==> src/rtl/hazard_pkg.sv <==
// Shared types and constants for the pipeline hazard controller.
package hazard_pkg;

    typedef enum logic [1:0] {
        RUN      = 2'd0,
        MEM_WAIT = 2'd1,
        ERROR    = 2'd2
    } state_t;

    localparam logic [1:0] FWD_RF  = 2'b00;
    localparam logic [1:0] FWD_WB  = 2'b01;
    localparam logic [1:0] FWD_MEM = 2'b10;

endpackage

==> src/rtl/hazard_forward_select.sv <==
// EX operand bypass select for one source register; the youngest producer (MEM) wins.
module forward_select
    import hazard_pkg::*;
(
    input  logic [4:0] rs,
    input  logic [4:0] mem_rd,
    input  logic       mem_reg_write,
    input  logic [4:0] wb_rd,
    input  logic       wb_reg_write,
    output logic [1:0] fwd_sel
);

    always_comb begin
        fwd_sel = FWD_RF;
        if (mem_reg_write && (mem_rd != 5'd0) && (mem_rd == rs)) begin
            fwd_sel = FWD_MEM;
        end else if (wb_reg_write && (wb_rd != 5'd0) && (wb_rd == rs)) begin
            fwd_sel = FWD_WB;
        end
    end

endmodule

==> src/rtl/hazard_controller.sv <==
// Stall/flush/forward sequencing for the 5-stage RV32I pipeline, with the
// data-memory wait FSM, its timeout and the stall/flush performance counters.
module hazard_controller
    import hazard_pkg::*;
#(
    parameter int unsigned TIMEOUT_CYCLES = 255,
    parameter int unsigned CNT_W          = 32
)
(
    input  logic             clk_i,
    input  logic             rst_i,
    input  logic [4:0]       ID_rs1_i,
    input  logic [4:0]       ID_rs2_i,
    input  logic             ID_uses_rs1_i,
    input  logic             ID_uses_rs2_i,
    input  logic [4:0]       EX_rs1_i,
    input  logic [4:0]       EX_rs2_i,
    input  logic [4:0]       EX_rd_i,
    input  logic             EX_Reg_write_i,
    input  logic             EX_Rd_source_i,
    input  logic [4:0]       MEM_rd_i,
    input  logic [4:0]       WB_rd_i,
    input  logic             MEM_Reg_write_i,
    input  logic             WB_Reg_write_i,
    input  logic             EX_redirect_i,
    input  logic             MEM_access_i,
    input  logic             dmem_ready_i,
    output logic             stall_IF_o,
    output logic             stall_ID_o,
    output logic             stall_EX_o,
    output logic             stall_MEM_o,
    output logic             bubble_EX_o,
    output logic             bubble_WB_o,
    output logic             flush_ID_o,
    output logic             flush_EX_o,
    output logic [1:0]       forward_A_o,
    output logic [1:0]       forward_B_o,
    output logic             mem_timeout_o,
    output logic [CNT_W-1:0] stall_count_o,
    output logic [CNT_W-1:0] flush_count_o
);

    localparam int unsigned WAIT_W    = $clog2(TIMEOUT_CYCLES + 2);
    // The RUN cycle that raises the stall is the first not-ready cycle, so
    // MEM_WAIT only has to count TIMEOUT_CYCLES-1 more before giving up.
    localparam int unsigned WAIT_LAST = (TIMEOUT_CYCLES >= 2) ? TIMEOUT_CYCLES - 2 : 0;

    state_t            state;
    logic [WAIT_W-1:0] wait_cnt;
    logic              in_error;
    logic              memstall;
    logic              load_use;

    assign in_error = (state == ERROR);
    assign memstall = MEM_access_i & ~dmem_ready_i & ~in_error;
    assign load_use = EX_Rd_source_i & EX_Reg_write_i & (EX_rd_i != 5'd0) &
                      ((ID_uses_rs1_i & (ID_rs1_i == EX_rd_i)) |
                       (ID_uses_rs2_i & (ID_rs2_i == EX_rd_i)));

    always_comb begin
        stall_IF_o  = 1'b0;
        stall_ID_o  = 1'b0;
        stall_EX_o  = 1'b0;
        stall_MEM_o = 1'b0;
        bubble_EX_o = 1'b0;
        bubble_WB_o = 1'b0;
        flush_ID_o  = 1'b0;
        flush_EX_o  = 1'b0;
        if (memstall || in_error) begin
            stall_IF_o  = 1'b1;
            stall_ID_o  = 1'b1;
            stall_EX_o  = 1'b1;
            stall_MEM_o = 1'b1;
            bubble_WB_o = 1'b1;
        end else if (EX_redirect_i) begin
            flush_ID_o = 1'b1;
            flush_EX_o = 1'b1;
        end else if (load_use) begin
            stall_IF_o  = 1'b1;
            stall_ID_o  = 1'b1;
            bubble_EX_o = 1'b1;
        end
    end

    forward_select u_fwd_a (
        .rs            (EX_rs1_i),
        .mem_rd        (MEM_rd_i),
        .mem_reg_write (MEM_Reg_write_i),
        .wb_rd         (WB_rd_i),
        .wb_reg_write  (WB_Reg_write_i),
        .fwd_sel       (forward_A_o)
    );

    forward_select u_fwd_b (
        .rs            (EX_rs2_i),
        .mem_rd        (MEM_rd_i),
        .mem_reg_write (MEM_Reg_write_i),
        .wb_rd         (WB_rd_i),
        .wb_reg_write  (WB_Reg_write_i),
        .fwd_sel       (forward_B_o)
    );

    always_ff @(posedge clk_i or posedge rst_i) begin
        if (rst_i) begin
            state         <= RUN;
            wait_cnt      <= '0;
            mem_timeout_o <= 1'b0;
            stall_count_o <= '0;
            flush_count_o <= '0;
        end else begin
            if (stall_IF_o) stall_count_o <= stall_count_o + CNT_W'(1);
            if (flush_ID_o) flush_count_o <= flush_count_o + CNT_W'(1);

            unique case (state)
                RUN: begin
                    if (memstall) begin
                        wait_cnt <= '0;
                        if (TIMEOUT_CYCLES == 1) begin
                            state         <= ERROR;
                            mem_timeout_o <= 1'b1;
                        end else begin
                            state <= MEM_WAIT;
                        end
                    end
                end
                MEM_WAIT: begin
                    if (!memstall) begin
                        state <= RUN;
                    end else if ((TIMEOUT_CYCLES >= 2) && (wait_cnt == WAIT_W'(WAIT_LAST))) begin
                        state         <= ERROR;
                        mem_timeout_o <= 1'b1;
                    end else if (TIMEOUT_CYCLES != 0) begin
                        wait_cnt <= wait_cnt + WAIT_W'(1);
                    end
                end
                ERROR: begin
                    state <= ERROR;
                end
                default: begin
                    state <= RUN;
                end
            endcase
        end
    end

endmodule

==> config.mk <==
export PLATFORM = sky130hd
export DESIGN_NAME = hazard_controller
export DESIGN_NICKNAME = d
export VERILOG_FILES = /design/src/rtl/hazard_pkg.sv /design/src/rtl/hazard_forward_select.sv /design/src/rtl/hazard_controller.sv
export SDC_FILE = /design/constraint.sdc
export NUM_CORES = 1
export LEC_CHECK = 0
export ABC_AREA = 0
export CAP_MARGIN = 20
export CORE_ASPECT_RATIO = 1.4
export CORE_MARGIN = 2
export CORE_UTILIZATION = 47
export CTS_CLUSTER_DIAMETER = 40
export DETAILED_ROUTE_END_ITERATION = 8
export PLACE_DENSITY = 0.89
export SLEW_MARGIN = 20
export SYNTH_ARGS = -nofsm -noshare
export SYNTH_HDL_FRONTEND = slang
export SYNTH_SLANG_ARGS = --single-unit
==> constraint.sdc <==
create_clock -name clk_i -period 3 [get_ports clk_i]
set_input_delay 0.6 -clock clk_i [delete_from_list [all_inputs] [get_ports clk_i]]
set_output_delay 0.6 -clock clk_i [all_outputs]
set_load 0.01 [all_outputs]
==> results.ini, run 1 <==
[outcome]
status = finished clean

[yosys]
yosysMostFrequentCell = dfrtp_1
synth_area_leaders = dfrtp_1 48%, xor2_1 13%, xnor2_1 9.1%
postSynth.asyncResetShare = 1.00
yosysSeqAreaShare = 0.481
syn-cell-area_sq_um = 3950
synth_cell_types = 40
syn-instance-count = 384
synth_edf_count = 0
synth-main-ff-cell = dfrtp_1
yosysTopAreaCell = dfrtp_1
synthDominantCellAreaShare = 0.481
ys_warn_count = 0
synth_common_cells = 76 x dfrtp_1, 57 x xor2_1, 41 x xnor2_1
avgSynthCellArea_sq_um = 10.3
syn_nets = 434
ys_seq_elements = 76

[worst_setup_path]
crit_fanout = 2
reg2reg_depth = 6
slowest_delay_ps = 580
crit_slowest_cell = or4_1
cp_top_family = simple AND/OR/NAND/NOR gates
arrival_ps = 2360
rr_startpoint = flush_count_o[7]$_DFFE_PP0P_
critPathKind = in2out
r2r-end = flush_count_o[27]$_DFFE_PP0P_
startpoint_type = primary input
r2r_slack_ps = 890
end_kind = output pin
cp_num_buf_inv = 2
cp_cell_sequence = clkdlybuf4s50_1, or4_1, o21ai_2, nor4_2, nor4_1, clkbuf_2
cp.required_ps = 2400

[cells_and_area]
drive_gt1_frac = 0.113
nets = 586
n_antenna_cell = 0
syn2layout_area_growth_pct = 45.5
seq_area_sq_um = 1900
final_util = 0.706
multiInputGateArea_sq_um = 1950
instances_no_fill = 643
final_area_sq_um = 5750
fill_cells = 577

[grt]
grt_start_max_net_pins = 77
antenna_found_initial = 0
track_usage = 0.230
grt_pass1_vias = 3454
grt_overflow_total = 0
grt_pass1_wl_um = 16100

[cts]
cts_buffers = 9
clkTransAtPathRegs_ps = 60
htreeDepth = 3
clockBufferDepth = 2
cts-root-buf = clkbuf_16
worstSkewPairLatency_ps = 330
cts.sinks = 76
cts_tree = done

[power]
powerDensity_nw_per_um2 = 382
vdd_drop_max_mv = 0.315
p_total_mw = 2.20
p_leak_nw = 2.46

[timing]
fmax_mhz = 338
drv_slew = 0
post-route-period-util = 0.987
tns_ps = 0
clock_skew_ps = 4.83
min_period_ps = 2960
worstMarginPinSlew_ps = 779
maxSlewHeadroom = 0.477
finalSetupViolCount = 0
hold_viol = 0

[place]
post_dp_cell_area_sq_um = 5450
place_congestion = 0.877
dp_hpwl_um = 7320
port_buffers = 122
place_inst = 626

[route]
wl_per_cell_um = 15.1
drt-total-wl_um = 9730
dr_total_vias = 3315
drt_iter0_markers = 104
drc = 0
via_per_inst = 5.16
drtAntennaViolNets = 0
dr.pass1.iters = 4

[hold_path]
min-delay-start = stall_count_o[31]$_DFFE_PP0P_
hold-path-endpoint = stall_count_o[31]$_DFFE_PP0P_
hold_path_depth = 1
min_path_type = reg2reg

[floorplanning]
core_area_sq_um = 8150
rows = 39
dieArea_sq_um = 9170
die_w_um = 81.5
ios = 123
die_h_um = 113
start_util = 0.485

[run]
cap_viol_max_count = 0

## sequential cells by signal (all words and copies together) (netlist names)
register	count
wait_cnt	9
stall_count_o	32
mem_timeout_o	1
state	2
flush_count_o	32
## final cells by class
cell class | count | share of cell area
flip-flops and latches | 76 | 0.331
inverters | 19 | 0.0124
multi-input cells | 282 | 0.339
repair buffers | 148 | 0.246
clock inverters | 3 | 0.00370
clock buffers | 13 | 0.0452
well taps | 102 | 0.0222
## worst max path at each step
stage,from,endpoint,cells after the start
after floorplan,EX_rd_i[1],stall_IF_o,5
final,MEM_rd_i[0],forward_B_o[0],6
after detailed placement,MEM_rd_i[0],forward_A_o[0],6
after global placement,MEM_rd_i[0],forward_B_o[0],6
after global routing,MEM_rd_i[3],forward_B_o[0],6
after CTS,EX_rs1_i[0],forward_A_o[1],6
## power by group
group	switching (mW)	internal [mW]	total [mW]
registers	0	1.03	1.03
clock network	0.398	0.605	1.00
logic	0.0708	0.0982	0.169
## kinds of logic after synthesis
kind of cell / Yosys count / share of synthesized area
and+or+nand+nor: 163 / 0.222
buffers and inverters: 26 / 0.0317
muxes: 3 / 0.00823
DFF: 76 / 0.481
adders and majority gates: 4 / 0.0127
AOI/OAI and AO/OA: 14 / 0.0272
xor gates and xnor gates: 98 / 0.217
## stage by stage
step | hold WS [ps] | setup slack [ps]
CTS | 477 | -73.9
detailed placement | 458 | -386
floorplan | 500 | 429
global route | 500 | -28.4
global placement | 459 | -340
finish | 471 | 38.2
## cell usage in the layout, fill, tap and decap left out, types with 2 or more instances in the layout
cell,synthesis,routed
or2_1,2,2
clkbuf_2,0,2
and3_1,5,5
o21ai_0,3,2
xor2_1,57,57
clkdlybuf4s50_1,0,115
nor2_1,39,39
ha_1,4,4
nand2_1,30,30
clkbuf_16,0,9
and4_1,2,2
inv_1,19,18
clkdlybuf4s15_1,0,2
buf_4,5,26
a21oi_2,3,3
nor3_1,17,17
nand2b_1,4,4
nor3b_1,8,8
or4_1,5,4
clkbuf_1,0,2
and2_1,2,2
nand3_1,20,20
nand3b_1,2,2
nor4_2,1,3
dfrtp_1,76,76
xnor2_1,41,41
clkbuf_8,0,2
or3_1,3,3
mux2_2,2,2
nor4_1,5,3
nand4_1,13,13
## repair_timing
item / CTS / global route
resized for setup: 8 / 13
setup buffers: 0 / 1
hold buffers: 0 / 0
pin swaps: 1 / 3
setup endpoints to repair: 7 / 6
## routing by layer
metal | GRT usage | vias to the layer above | share of wire
met5 | 0 | - | 0
met4 | 0.110 | 0 | 0.024
met3 | 0.0450 | 17 | 0.041
met2 | 0.403 | 95 | 0.56
met1 | 0.261 | 1610 | 0.37
li1 | - | 1593 | -
No activity file was read; power rests on OpenSTA's default activity.
==> inputs of run 2 (changes only) <==
--- a/config.mk
+++ b/config.mk
@@ -12,6 +12,7 @@
 export CORE_UTILIZATION = 47
 export CTS_CLUSTER_DIAMETER = 40
 export DETAILED_ROUTE_END_ITERATION = 8
+export HOLD_SLACK_MARGIN = 0.08
 export PLACE_DENSITY = 0.89
 export SLEW_MARGIN = 20
 export SYNTH_ARGS = -nofsm -noshare
==> results of run 2 <==
No change in the layout: final DEF, timing and power equal those of run 1.
